<file path="config.mk">
export PLATFORM = sky130hd
export DESIGN_NAME = ram_port_arbiter_flat
export DESIGN_NICKNAME = d
export VERILOG_FILES = /design/src/rtl/ram_port_arbiter_if.sv /design/src/rtl/ram_port_arbiter.sv /design/src/flat_wrapper.sv
export SDC_FILE = /design/constraint.sdc
export NUM_CORES = 1
export LEC_CHECK = 0
export CORE_UTILIZATION = 27
export DETAILED_ROUTE_END_ITERATION = 10
export GPL_ROUTABILITY_DRIVEN = 0
export PLACE_DENSITY = 0.78
export REMOVE_ABC_BUFFERS = 1
export SLEW_MARGIN = 30
export SYNTH_ARGS = -nofsm -noshare
export SYNTH_HDL_FRONTEND = slang
export SYNTH_SLANG_ARGS = --single-unit
</file>
<file path="constraint.sdc">
create_clock -name clk -period 1.8 [get_ports clk]
set_clock_uncertainty 0.05 [all_clocks]
set_input_delay 0.36 -clock clk [delete_from_list [all_inputs] [get_ports clk]]
set_output_delay 0.36 -clock clk [all_outputs]
set_load 0.05 [all_outputs]
</file>
<file path="src/rtl/ram_port_arbiter_if.sv">
// Bundle of the two requester ports and the shared memory-unit port.
// The arbiter uses the slave view. The requesters and the memory unit
// together use the master view.
interface ram_port_arbiter_if #(
  parameter int ADDR_W = 11,
  parameter int DATA_W = 16
);

  // Requester 0 (CPU datapath)
  logic              r0_req;
  logic              r0_we;
  logic [ADDR_W-1:0] r0_addr;
  logic [DATA_W-1:0] r0_wdata;
  logic              r0_gnt;
  logic              r0_rvalid;

  // Requester 1 (DMA / debug loader)
  logic              r1_req;
  logic              r1_we;
  logic [ADDR_W-1:0] r1_addr;
  logic [DATA_W-1:0] r1_wdata;
  logic              r1_gnt;
  logic              r1_rvalid;

  // Shared read data returned to whichever side owns the port
  logic [DATA_W-1:0] rdata;

  // Memory unit side
  logic [ADDR_W-1:0] mem_addr;
  logic [DATA_W-1:0] mem_wdata;
  logic              mem_we;
  logic [DATA_W-1:0] mem_rdata;

  modport slave (
    input  r0_req, r0_we, r0_addr, r0_wdata,
    input  r1_req, r1_we, r1_addr, r1_wdata,
    input  mem_rdata,
    output r0_gnt, r0_rvalid,
    output r1_gnt, r1_rvalid,
    output rdata,
    output mem_addr, mem_wdata, mem_we
  );

  modport master (
    output r0_req, r0_we, r0_addr, r0_wdata,
    output r1_req, r1_we, r1_addr, r1_wdata,
    output mem_rdata,
    input  r0_gnt, r0_rvalid,
    input  r1_gnt, r1_rvalid,
    input  rdata,
    input  mem_addr, mem_wdata, mem_we
  );

endinterface

</file>
<file path="src/rtl/ram_port_arbiter.sv">
// Two-requester round-robin arbiter for the single memory-unit port.
// Ownership is granted through a registered request/grant handshake.
// The owner's address, write data and write enable are muxed onto the
// memory port. A registered read-valid strobe goes back to the owner.
// A bounded burst length forces a handover when the other side is waiting.
module ram_port_arbiter #(
  parameter int ADDR_W    = 11,
  parameter int DATA_W    = 16,
  parameter int MAX_BURST = 8
) (
  input  logic                 clk,
  input  logic                 reset,
  ram_port_arbiter_if.slave    bus
);

  localparam logic [1:0] ST_IDLE = 2'd0;
  localparam logic [1:0] ST_OWN0 = 2'd1;
  localparam logic [1:0] ST_OWN1 = 2'd2;

  localparam int              CNT_W    = $clog2(MAX_BURST + 1);
  localparam logic [CNT_W-1:0] CNT_MAX  = CNT_W'(MAX_BURST);
  localparam logic [CNT_W-1:0] CNT_LAST = CNT_W'(MAX_BURST - 1);

  logic [1:0]       r_state;
  logic [1:0]       w_stateNext;
  logic [CNT_W-1:0] r_count;
  logic [CNT_W-1:0] w_countNext;
  logic             r_lastOwner;
  logic             w_lastOwnerNext;
  logic             r_rvalid0;
  logic             r_rvalid1;

  logic             w_access0;
  logic             w_access1;
  logic             w_burstDone;
  logic             w_enterOwn;

  // A cycle is an access only when the owner is still holding its request.
  assign w_access0 = (r_state == ST_OWN0) && bus.r0_req;
  assign w_access1 = (r_state == ST_OWN1) && bus.r1_req;

  // The current access is the MAX_BURST-th (or later, if the count has already
  // saturated while the other side was idle). This opens the handover window.
  assign w_burstDone = (r_count >= CNT_LAST);

  // Next-owner decision: ties from idle go to the side that did not own last,
  // and a waiting requester takes over after a release or a full burst.
  always_comb begin
    w_stateNext = r_state;
    case (r_state)
      ST_IDLE: begin
        if (bus.r0_req && bus.r1_req) begin
          w_stateNext = r_lastOwner ? ST_OWN0 : ST_OWN1;
        end else if (bus.r0_req) begin
          w_stateNext = ST_OWN0;
        end else if (bus.r1_req) begin
          w_stateNext = ST_OWN1;
        end
      end
      ST_OWN0: begin
        if (!bus.r0_req) begin
          w_stateNext = bus.r1_req ? ST_OWN1 : ST_IDLE;
        end else if (bus.r1_req && w_burstDone) begin
          w_stateNext = ST_OWN1;
        end
      end
      ST_OWN1: begin
        if (!bus.r1_req) begin
          w_stateNext = bus.r0_req ? ST_OWN0 : ST_IDLE;
        end else if (bus.r0_req && w_burstDone) begin
          w_stateNext = ST_OWN0;
        end
      end
      default: begin
        w_stateNext = ST_IDLE;
      end
    endcase
  end

  // Any change of state that lands in an OWN state is a fresh grant.
  assign w_enterOwn = (w_stateNext != r_state) && (w_stateNext != ST_IDLE);

  // The burst counter restarts on every fresh grant. It saturates so that an
  // uncontested owner can keep the port forever without wrapping.
  always_comb begin
    w_countNext     = r_count;
    w_lastOwnerNext = r_lastOwner;
    if (w_enterOwn) begin
      w_countNext     = '0;
      w_lastOwnerNext = (w_stateNext == ST_OWN1);
    end else if ((w_access0 || w_access1) && (r_count != CNT_MAX)) begin
      w_countNext = r_count + 1'b1;
    end
  end

  // Ownership state, burst count and round-robin memory.
  always_ff @(posedge clk or posedge reset) begin
    if (reset) begin
      r_state     <= ST_IDLE;
      r_count     <= '0;
      r_lastOwner <= 1'b1;
    end else begin
      r_state     <= w_stateNext;
      r_count     <= w_countNext;
      r_lastOwner <= w_lastOwnerNext;
    end
  end

  // The memory unit registers out_data on the access edge. Read valid
  // therefore follows each read access by exactly one cycle.
  always_ff @(posedge clk or posedge reset) begin
    if (reset) begin
      r_rvalid0 <= 1'b0;
      r_rvalid1 <= 1'b0;
    end else begin
      r_rvalid0 <= w_access0 && !bus.r0_we;
      r_rvalid1 <= w_access1 && !bus.r1_we;
    end
  end

  // Steer the owner's request onto the memory port. The port is parked at
  // zero when idle so no stray write can reach the memory unit.
  always_comb begin
    bus.mem_addr  = '0;
    bus.mem_wdata = '0;
    bus.mem_we    = 1'b0;
    case (r_state)
      ST_OWN0: begin
        bus.mem_addr  = bus.r0_addr;
        bus.mem_wdata = bus.r0_wdata;
        bus.mem_we    = bus.r0_req && bus.r0_we;
      end
      ST_OWN1: begin
        bus.mem_addr  = bus.r1_addr;
        bus.mem_wdata = bus.r1_wdata;
        bus.mem_we    = bus.r1_req && bus.r1_we;
      end
      default: begin
        bus.mem_addr  = '0;
        bus.mem_wdata = '0;
        bus.mem_we    = 1'b0;
      end
    endcase
  end

  assign bus.r0_gnt    = (r_state == ST_OWN0);
  assign bus.r1_gnt    = (r_state == ST_OWN1);
  assign bus.r0_rvalid = r_rvalid0;
  assign bus.r1_rvalid = r_rvalid1;
  assign bus.rdata     = bus.mem_rdata;

endmodule

</file>
<file path="src/flat_wrapper.sv">
// flat-port wrapper written by rule: the top's interface ports become plain ports
module ram_port_arbiter_flat 
#(
  parameter int ADDR_W    = 11,
  parameter int DATA_W    = 16,
  parameter int MAX_BURST = 8
)
  (clk, reset, bus_r0_req, bus_r0_we, bus_r0_addr, bus_r0_wdata, bus_r1_req, bus_r1_we, bus_r1_addr, bus_r1_wdata, bus_mem_rdata, bus_r0_gnt, bus_r0_rvalid, bus_r1_gnt, bus_r1_rvalid, bus_rdata, bus_mem_addr, bus_mem_wdata, bus_mem_we);
  ram_port_arbiter_if #(.ADDR_W(ADDR_W), .DATA_W(DATA_W)) bus_i ();
  input  logic clk;
  input  logic reset;
  input wire logic [$bits(bus_i.r0_req)-1:0] bus_r0_req;
  input wire logic [$bits(bus_i.r0_we)-1:0] bus_r0_we;
  input wire logic [$bits(bus_i.r0_addr)-1:0] bus_r0_addr;
  input wire logic [$bits(bus_i.r0_wdata)-1:0] bus_r0_wdata;
  input wire logic [$bits(bus_i.r1_req)-1:0] bus_r1_req;
  input wire logic [$bits(bus_i.r1_we)-1:0] bus_r1_we;
  input wire logic [$bits(bus_i.r1_addr)-1:0] bus_r1_addr;
  input wire logic [$bits(bus_i.r1_wdata)-1:0] bus_r1_wdata;
  input wire logic [$bits(bus_i.mem_rdata)-1:0] bus_mem_rdata;
  output wire logic [$bits(bus_i.r0_gnt)-1:0] bus_r0_gnt;
  output wire logic [$bits(bus_i.r0_rvalid)-1:0] bus_r0_rvalid;
  output wire logic [$bits(bus_i.r1_gnt)-1:0] bus_r1_gnt;
  output wire logic [$bits(bus_i.r1_rvalid)-1:0] bus_r1_rvalid;
  output wire logic [$bits(bus_i.rdata)-1:0] bus_rdata;
  output wire logic [$bits(bus_i.mem_addr)-1:0] bus_mem_addr;
  output wire logic [$bits(bus_i.mem_wdata)-1:0] bus_mem_wdata;
  output wire logic [$bits(bus_i.mem_we)-1:0] bus_mem_we;
  assign bus_i.r0_req = bus_r0_req;
  assign bus_i.r0_we = bus_r0_we;
  assign bus_i.r0_addr = bus_r0_addr;
  assign bus_i.r0_wdata = bus_r0_wdata;
  assign bus_i.r1_req = bus_r1_req;
  assign bus_i.r1_we = bus_r1_we;
  assign bus_i.r1_addr = bus_r1_addr;
  assign bus_i.r1_wdata = bus_r1_wdata;
  assign bus_i.mem_rdata = bus_mem_rdata;
  assign bus_r0_gnt = bus_i.r0_gnt;
  assign bus_r0_rvalid = bus_i.r0_rvalid;
  assign bus_r1_gnt = bus_i.r1_gnt;
  assign bus_r1_rvalid = bus_i.r1_rvalid;
  assign bus_rdata = bus_i.rdata;
  assign bus_mem_addr = bus_i.mem_addr;
  assign bus_mem_wdata = bus_i.mem_wdata;
  assign bus_mem_we = bus_i.mem_we;
  ram_port_arbiter #(.ADDR_W(ADDR_W), .DATA_W(DATA_W), .MAX_BURST(MAX_BURST)) u_core (.clk(clk), .reset(reset), .bus(bus_i));
endmodule
</file>
## After elaboration in Yosys (flattened, before gate mapping)

Index checks and enable logic that the tools add are counted.

| cells by class | value |
|---|---|
| add/sub/neg operators | 1 |
| multiply operators | 0 |
| div/mod/pow operators | 0 |
| $lt $le $gt $ge | 1 |
| equality and inequality tests | 5 |
| shift-type cells | 0 |
| muxes and demuxes | 16 |
| bitwise gates (word level) | 0 |
| reductions and logical operators | 17 |

Operators by type and width:

| operator | number |
|---|---|
| $pmux 16 s2 | 1 |
| $pmux 11 s2 | 1 |
| $mux 2 | 9 |
| $logic_and 1x1->1 | 11 |
| $mux 4 | 2 |
| $pmux 2 s3 | 1 |
| $add 4x1->4 const B | 1 |
| $eq 2x2->1 const B | 2 |
| $ge 4x3->1 const B | 1 |
| $ne 4x4->1 const B | 1 |
| $reduce_bool 2->1 | 2 |
| $eq 2x1->1 const B | 1 |
| $logic_not 1->1 | 2 |
| $logic_not 2->1 | 1 |
| $ne 2x2->1 | 1 |
| $pmux 1 s2 | 1 |
| $logic_or 1x1->1 | 1 |
| $mux 1 | 1 |

| storage, ports and cells | value |
|---|---|
| bits in registers | 9 |
| latch bits | 0 |
| memory bits (writable) | 0 |
| ROM bits | 0 |
| input bits | 76 |
| output and inout bits | 48 |
| logic and storage cells | 45 |
| memories kept | 0 |

## Depth between registers and ports, before layout

Gate-level depths: netlist of run 1.

| depth | value |
|---|---|
| depth after elaboration | 8 |
| mapped depth | 7 |
| depth with buffers taken out | 7 |

## Worst setup path before layout of run 1

Ideal clock, no wire load.

| timing | value |
|---|---|
| path type | register -> output |
| from | register u_core.r_state[0] |
| to | output bus_mem_we |
| arrival | 2.971 ns |
| data required time | 1.390 ns |
| path slack | -1.581 ns |
| cell stages (with the launch flop) | 7 |
| buffers on the path | 2 |
| cells stage by stage | dfrtp_1 > inv_1 > ha_1 > clkbuf_1 > clkbuf_1 > nand3_1 > a21boi_0 |

| between the ends | value |
|---|---|
| longest elaborated chain between the ends | 2 |
| elaborated cells on any way between the ends | 3 |
| those cells by class | eq/ne (2); mux (1) |

Ends and longest elaborated chain:

| element | line | RTL |
|---|---|---|
| from (decl) | ram_port_arbiter.sv:24 | `logic [1:0] r_state;` |
| from (signal assigned) | ram_port_arbiter.sv:103 | `r_state <= w_stateNext;` |
| $eq 2x2->1 | -- |  |
| via bus_r1_gnt | flat_wrapper.sv:23 | `output wire logic [$bits(bus_i.r1_gnt)-1:0] bus_r1_gnt;` |
| $pmux 1 s2 | ram_port_arbiter.sv:127 | `case (r_state)` |
| to (decl) | flat_wrapper.sv:28 | `output wire logic [$bits(bus_i.mem_we)-1:0] bus_mem_we;` |

The timed path passes the listed nets, and every way through them passes these cells.

## Worst setup path in the final report of run 1

| timing | value |
|---|---|
| from | register u_core.r_state[0] |
| to | output bus_mem_wdata[6] |

| between the ends | value |
|---|---|
| longest elaborated chain between the ends | 2 |
| elaborated cells on any way between the ends | 3 |
| those cells by class | eq/ne (2); mux (1) |

Ends and longest elaborated chain:

| element | line | RTL |
|---|---|---|
| $eq 2x2->1 / $eq 2x1->1 (equally long branches) | ram_port_arbiter.sv:127 |  |
| $pmux 16 s2 (*) | ram_port_arbiter.sv:127 |  |
| to (decl) | flat_wrapper.sv:27 | `output wire logic [$bits(bus_i.mem_wdata)-1:0] bus_mem_wdata;` |

Every way passes the cells marked *; elsewhere a longest branch is shown, timed or not.

==> results.txt, run 1 <==
----------------------------------------------------
[Hold path]
  Type of the most critical hold path ... in2async

[Floorplanning]
  Starting Density ... 28.14%
  Count of boundary I/O pins ... 124
  Vertical extent of the die ... 69.60 um
  Area of the core region ... 0.004384 sq mm
  Site Rows ... 24
  Die Wd ... a little under 70 um
  Die Outline Area ... 0.004843 sq mm

[Timing]
  Post-layout minimum cycle time ... 2.069 ns
  Period Utilization, post-route ... 114.9%
  Setup total negative slack ... -6.811 ns
  RSZ-0062 raised after global routing ... true
  Max-slew headroom at the worst pin ... between 70% and 80%
  Final Max Slew Viols ... 0
  Highest Clock Rate ... about 480 MHz
  Count of endpoints failing setup in the final report ... 35
  Post-route worst hold slack ... 0.3363 ns
  Final critical-path setup slack ... -0.2686 ns
  Transition time of the tightest slew-check pin ... 0.3976 ns
  Number of hold violations in the final report ... 0

[Critical path]
  Largest stage delay, worst path ... slightly above 0.4 ns
  Endpoint of the lowest-slack register-to-register path ... u_core.r_lastOwner
  Kind of capture point of the worst setup path ... output pin
  Worst-case reg-to-reg path depth ... 8
  Critical path, cell by cell ... inv_2 > ha_4 > buf_12 > a22oi_1 > nor2b_1 > buf_12
  Slowest library cell on the worst path ... dfrtp_1
  Launching point of the worst reg2reg path ... u_core.r_state[1]
  Total buffers and inverters traversed by the critical path ... 3
  Crit-path leading delay family ... buffers and inverters
  Register-to-register path setup slack ... -0.20 ns
  Worst setup path start ... u_core.r_state[0]
  CP Depth ... 6
  Crit Path Category ... reg2out
  Critical path required time ... 1.39 ns
  Dominant cell type by count on the critical path ... buf_12
  Data arrival time of the worst path ... 1.66 ns
  Kind of start point of the critical path ... flop
  Max Fanout on Critical Path ... 19
  Capturing instance or port of the critical path ... bus_mem_wdata[6]

[Logic synthesis]
  Share of flip-flops with an asynchronous set or reset after synthesis ... 100.0%
  Area fraction in and, or, nand and nor cells after synthesis ... 23.12%
  Number of enable flip-flop cells after synthesis ... 0
  Cell area after synthesis ... 0.001234 sq mm
  Number of distinct library cell variants in the gate-level netlist after synthesis ... 34
  Avg Inst Size Synth ... 8.011 sq um
  Fraction of synthesized cell area in xor and xnor cells ... 1.420%
  Dominant combinational cell family by area after synthesis ... compound AO/OA/AOI/OAI gates
  Adder and majority gate portion of the synthesized area ... 6.085%
  Synthesized-area fraction occupied by ao, oa, aoi and oai cells ... 32.15%
  Dominant synthesized flop cell ... dfrtp_1
  Warning count from the yosys run ... 0
  Portion of the post-synthesis area used by sequential elements ... 18.36%
  Register bit total from synthesis ... 9
  Multiplexer area fraction after synthesis ... 2.434%
  Synthesized instance count ... 154

[Status]
  Failing checks ... negative setup slack
  Outcome ... finished with violations

[Placed design]
  Detailed placement HPWL ... 3.782 mm
  Total placed cells including tap cells ... 298
  Total of buffers placed on input and output ports ... 91

[Cells and area]
  Number of fill cells ... about 280
  Post-layout instance count excluding filler cells ... 310
  Final-stage net count ... 341
  Area of all sequential standard cells ... 227.7 sq um
  Diode count ... 0
  Most frequent cells in the layout ... 57 x clkdlybuf4s50_1, 33 x buf_12, 27 x buf_4, 21 x nor2b_2, 19 x a22oi_2
  Post-synthesis to final-layout area growth ... 147.9%
  Fraction of final layout cells with drive strength greater than 1 ... 53.49%
  Multi-input gate area in the final layout ... 0.001125 sq mm
  Most common cell after layout, fill and taps aside ... clkdlybuf4s50_1
  Post-layout util ... 69.75%

[Run]
  Maximum Capacitance Violations ... 0

[Routing]
  Final antenna-violating net count ... 0
  Detail-routed via count per cell ... around 5.4
  Total Routed Length ... 6.162 mm
  Number of DRC violations after detailed routing ... 0
  First-iteration detailed-routing DRC count ... 46
  First drt pass iteration count ... 4
  Avg WL per Cell ... 19.88 um
  Number of vias in the routed layout ... 1688

[Pwr]
  Areal power density over the cells ... ~1700 mW/mm^2
  Maximum vdd ir drop ... between 1 and 1.5 mV
  Static leakage ... 1.161 nW

[Clocking]
  TritonCTS clock tree ... yes
  Clock sinks ... 9
  Clock buffers created by TritonCTS ... 3
  Clock-pin slew on the worst setup and hold paths ... around 0.05 ns
  H-tree depth ... 1
  Clock latency on the worst-skew pair ... 0.24 ns
  Maximum root-to-sink buffer count ... 2
  Buffer type at the clock tree root ... clkbuf_8
  CTS Hold Buffers Added ... 0

[GRT]
  Global-route usage over all layers ... between 20% and 30%
  Maximum number of pins on one net before global-route repair ... 20
  Number of global-route vias before repair ... 1728
  Wire length of the first global-routing pass ... 8.680 mm
  Total global routing overflow ... 0
  Antenna violations before repair ... 0

----------------------------------------------------
## synthesized netlist by cell type, drive strengths merged (3+ instances only)
cell type	instances	share of area (%)
and2	3	1.5
a21oi	5	2.0
nor2	3	0.91
o21ai	3	1.2
dfrtp	8	16
nor2b	29	15
clkbuf	6	1.8
mux2i	3	2.4
nand2	9	2.9
a22oi	27	16
buf	20	12
a21boi	3	1.8
ha	6	6.1
inv	8	2.4
## power breakdown
group / internal [mW] / switching, mW / total (mW)
Combinational: 2.41 / 2.30 / 4.71
Clock: 0.155 / 0.0853 / 0.240
Sequential: 0.272 / 0.0747 / 0.347
Total: 2.84 / 2.46 / 5.30
## registers in the layout (all words and copies together), names as in the netlist
name / cells
u_core.r_count: 4
u_core.bus.r0_rvalid: 1
u_core.r_lastOwner: 1
u_core.r_state: 2
u_core.bus.r1_rvalid: 1
## repair_timing
item / CTS / global route
gates cloned: 2 / 0
setup endpoints to repair: 36 / 36
resized for setup: 60 / 25
buffers inserted: 6 / 2
endpoints found under the hold margin: 0 / 0
pin swaps: 4 / 5
## kinds of logic (layout without fill, tap and decap cells)
kind of cell	after synthesis	count (layout)
xor gates and xnor gates	2	2
DFF	9	9
muxes	3	3
buffers and inverters	34	138
adders and majority gates	6	6
and+or+nand+nor	50	50
AOI/OAI and AO/OA	50	50
## layer usage
metal  up-vias  track usage (%)  part of all wire [%]
met5         -                0                     0
li1        751                -                     -
met2        90            41.32                    54
met3        22            6.686                   6.3
met1       825            25.00                    37
met4         0            8.390                   2.9
## through the flow
step           instance area, sq um  worst slack (ns)  total power [mW]
2_1_floorplan                  1061            -1.471             2.228
3_3_place_gp                   2560           -0.3141             4.014
3_5_place_dp                   2560           -0.3829             4.063
4_1_cts                        2927           -0.2198             5.031
5_1_grt                        3058           -0.3446             5.509
6_report                       3058           -0.2686             5.298
## worst register-to-register path, cell delays in order (launching register included)
cell,delay (ns)
dfrtp_2,0.45
inv_4,0.11
ha_4,0.20
buf_6,0.12
inv_1,0.04
a311oi_2,0.29
a221o_2,0.30
mux2i_2,0.24
o221ai_2,0.13
## how the worst min path moves through the flow
stage	startpoint	end	slack [ns]	cells past startpoint
global placement	u_core.r_lastOwner	u_core.r_lastOwner	0.48	2
CTS	reset	u_core.r_count[0]	0.35	2
detailed placement	u_core.r_lastOwner	u_core.r_lastOwner	0.51	2
global route	reset	u_core.r_count[3]	0.39	2
floorplan	reset	u_core.bus.r0_rvalid	0.14	1
finish	reset	u_core.r_count[2]	0.34	2
## area by class of cell
cell class	instances	share of cell area [%]
timing repair buffer	126	51.10
multi-input combinational	111	36.78
sequential	9	7.447
tap	52	2.128
clock buffer	4	1.473
inverter	8	1.064
(Power assumes the default switching activity.)
==> run 2, diff against run 1 <==
Settings changed: HOLD_SLACK_MARGIN set to 0.1.
==> results of run 2 <==
Same layout as run 1: the final DEF is identical, and so are final timing and power.
==> RTL edit, RTL diff (flow settings as in run 2) <==
`ADDR_W` is set to 11 in 3 places; all go to 9.
--- a/src/rtl/ram_port_arbiter_if.sv
+++ b/src/rtl/ram_port_arbiter_if.sv
@@ -4,3 +4,3 @@
 interface ram_port_arbiter_if #(
-  parameter int ADDR_W = 11,
+  parameter int ADDR_W = 9,
   parameter int DATA_W = 16
--- a/src/rtl/ram_port_arbiter.sv
+++ b/src/rtl/ram_port_arbiter.sv
@@ -6,3 +6,3 @@
 module ram_port_arbiter #(
-  parameter int ADDR_W    = 11,
+  parameter int ADDR_W    = 9,
   parameter int DATA_W    = 16,
--- a/src/flat_wrapper.sv
+++ b/src/flat_wrapper.sv
@@ -3,3 +3,3 @@
 #(
-  parameter int ADDR_W    = 11,
+  parameter int ADDR_W    = 9,
   parameter int DATA_W    = 16,
Ports: changed (resized bus_mem_addr, bus_r0_addr and bus_r1_addr); port bits go from 124 to 118. The function was not compared with the original's and may differ.
==> RTL edit against run 2 <==
- the run still ends with setup timing left
- routed wire length up 17%
- critical path depth up 1
- setup slack worse by 0.023 ns
- final area down 1.4%
- sequential share of layout area up 0.067 points
- area after synthesis down 2.0%
- synthesized cell count down 1.3%
- sequential cell count unchanged
- global-route usage up 5.3 points
- sequential power down 7.8%
- combinational power up 2%
- power up 1.2%
- largest power group unchanged
==> RTL edit: results (changes against run 2) <==
\begin{tabular}{lr}
\hline
Metric & Value \\
\hline
\multicolumn{2}{l}{\textbf{Cells and area}} \\
\quad Layout cells sized above 1 & 56.2\% (+2.7 points) \\
\quad Nets & 330 (-3.2\%) \\
\multicolumn{2}{l}{\textbf{GRT}} \\
\quad Global-route wire length before repair & 9.52 mm (+9.6\%) \\
\quad Maximum number of pins on one net before global-route repair & 21 (+5.0\%) \\
\quad Total global-route track usage & 28.1\% (+5.3 points) \\
\quad Vias in the first global route & 1800 (+4.2\%) \\
\multicolumn{2}{l}{\textbf{Setup path}} \\
\quad Slack of the worst reg-to-reg path & -0.28 ns (-0.08 ns) \\
\quad Worst r2r path cells & 6 (-2) \\
\quad Reg2reg start & u\_core.r\_count[1] \\
\quad R2R Path End & u\_core.r\_count[1] \\
\quad Crit path DAT & 1.68 ns (+0.02 ns) \\
\multicolumn{2}{l}{\textbf{STA}} \\
\quad Relative max-transition margin & 70.8\% (-2.7 points) \\
\quad Final setup violating endpoints & 34 (-2.9\%) \\
\quad Crit path setup slack, layout & -0.291 ns (-0.0227 ns) \\
\multicolumn{2}{l}{\textbf{Logic synthesis}} \\
\quad Count of different cell masters after synthesis & 37 (+8.8\%) \\
\quad Proportion of synthesized chip area in sequential cells & 18.7\% (+0.38 points) \\
\quad Top cell types by occurrence after synthesis & sky130\_fd\_sc\_hd\_\_nor2b\_1 (27), sky130\_fd\_sc\_hd\_\_a22oi\_1 (25), sky130\_fd\_sc\_hd\_\_buf\_4 (16) \\
\quad Dominant cells by area after synthesis & sky130\_fd\_sc\_hd\_\_dfrtp\_1 (17\%), sky130\_fd\_sc\_hd\_\_a22oi\_1 (16\%), sky130\_fd\_sc\_hd\_\_nor2b\_1 (14\%) \\
\quad Gate count of the mapped netlist & 152 (-1.3\%) \\
\multicolumn{2}{l}{\textbf{Power}} \\
\quad Lkg Pwr & 1.21 nW (+3.9\%) \\
\quad Worst voltage drop across the vdd grid & 0.648 mV (-36\%) \\
\multicolumn{2}{l}{\textbf{Placement}} \\
\quad HPWL Detailed & 4.02 mm (+6.2\%) \\
\quad Worst slack at placement & -0.571 ns (-0.188 ns) \\
\multicolumn{2}{l}{\textbf{Routing}} \\
\quad Via count & 1711 (+1.4\%) \\
\multicolumn{2}{l}{\textbf{Run status}} \\
\quad Result of the run & complete, but fails checks \\
\quad Violated checks & setup timing \\
\hline
\end{tabular}
## RTL edit: changes by cell type in the layout (fill, tap and decap cells not counted), moves of 3 or more
cell,run 2,this run
sky130_fd_sc_hd__a22oi_2,19,24
sky130_fd_sc_hd__nor2b_2,21,6
sky130_fd_sc_hd__clkdlybuf4s50_1,57,53
sky130_fd_sc_hd__nor2b_4,2,20
sky130_fd_sc_hd__a22oi_1,8,1
sky130_fd_sc_hd__nor2b_1,6,1
sky130_fd_sc_hd__nor2_1,3,6
## RTL edit: timing repair
item                       4_1_cts  5_1_grt
setup endpoints to repair       35       35
pin swaps                       23       12
gates resized for setup         87       22
setup buffers                    4        2
gates cloned                     1        0
## RTL edit: area by class of cell
type,instances,area (um^2)
clock buffer,3,41.3
clock inverter,1,5.00
fill,225,1130
inverter,8,30.0
multi-input combinational,109,1170
sequential,9,226
tap,50,62.6
timing repair buffer,121,1480
## RTL edit: power by group
group	internal [mW]	switching [mW]	total, mW
sequential	0.270	0.0499	0.320
combinational	2.42	2.37	4.79
clock	0.152	0.0976	0.250
## RTL edit: worst max-delay path: cells and delay by family, from the launching register on
kind,cells,cell delay (ns)
buf+inv,4,0.54
simple gates,1,0.11
compound gates,1,0.16
flops,1,0.41
fa+ha+maj,1,0.22
## RTL edit: per-stage QoR
| stage | TNS, ns | cell area, um^2 | instances | hold slack (ns) |
|---|---|---|---|---|
| after floorplan | -34.87 | 1040 | 126 | 0.137 |
| after global placement | -5.30 | 2450 | 290 | 0.526 |
| after detailed placement | -6.58 | 2450 | 290 | 0.551 |
| after CTS | -5.16 | 2900 | 299 | 0.351 |
| after global routing | -8.85 | 3010 | 301 | 0.369 |
| final | -6.56 | 3010 | 301 | 0.343 |
## RTL edit: worst max-delay path by stage
stage | startpoint | to | cells after the start
floorplan | u_core.r_state[0] | bus_mem_we | 4
global placement | bus_r1_req | u_core.r_count[1] | 6
detailed placement | bus_r1_req | u_core.r_count[1] | 6
CTS | u_core.r_state[0] | bus_mem_we | 7
global route | u_core.r_state[0] | u_core.r_count[1] | 8
finish | u_core.r_state[0] | bus_mem_we | 7
## RTL edit: cells by family after synthesis
family                     after synthesis  share of synthesized area, %
xor gates and xnor gates                 2                          1.45
DFF                                      9                          18.7
buffers and inverters                   34                          16.8
adders and majority gates                6                          6.21
muxes                                    5                          4.24
and+or+nand+nor                         50                          23.4
AOI/OAI and AO/OA                       46                          29.2
## RTL edit: metal layers
layer / up-vias / routed length, um / track usage [%]
li1: 732 / - / -
met2: 126 / 3850 / 47.2
met1: 816 / 2290 / 27.9
met3: 37 / 619 / 12.3
met4: 0 / 414 / 18.9
met5: - / 0 / 0
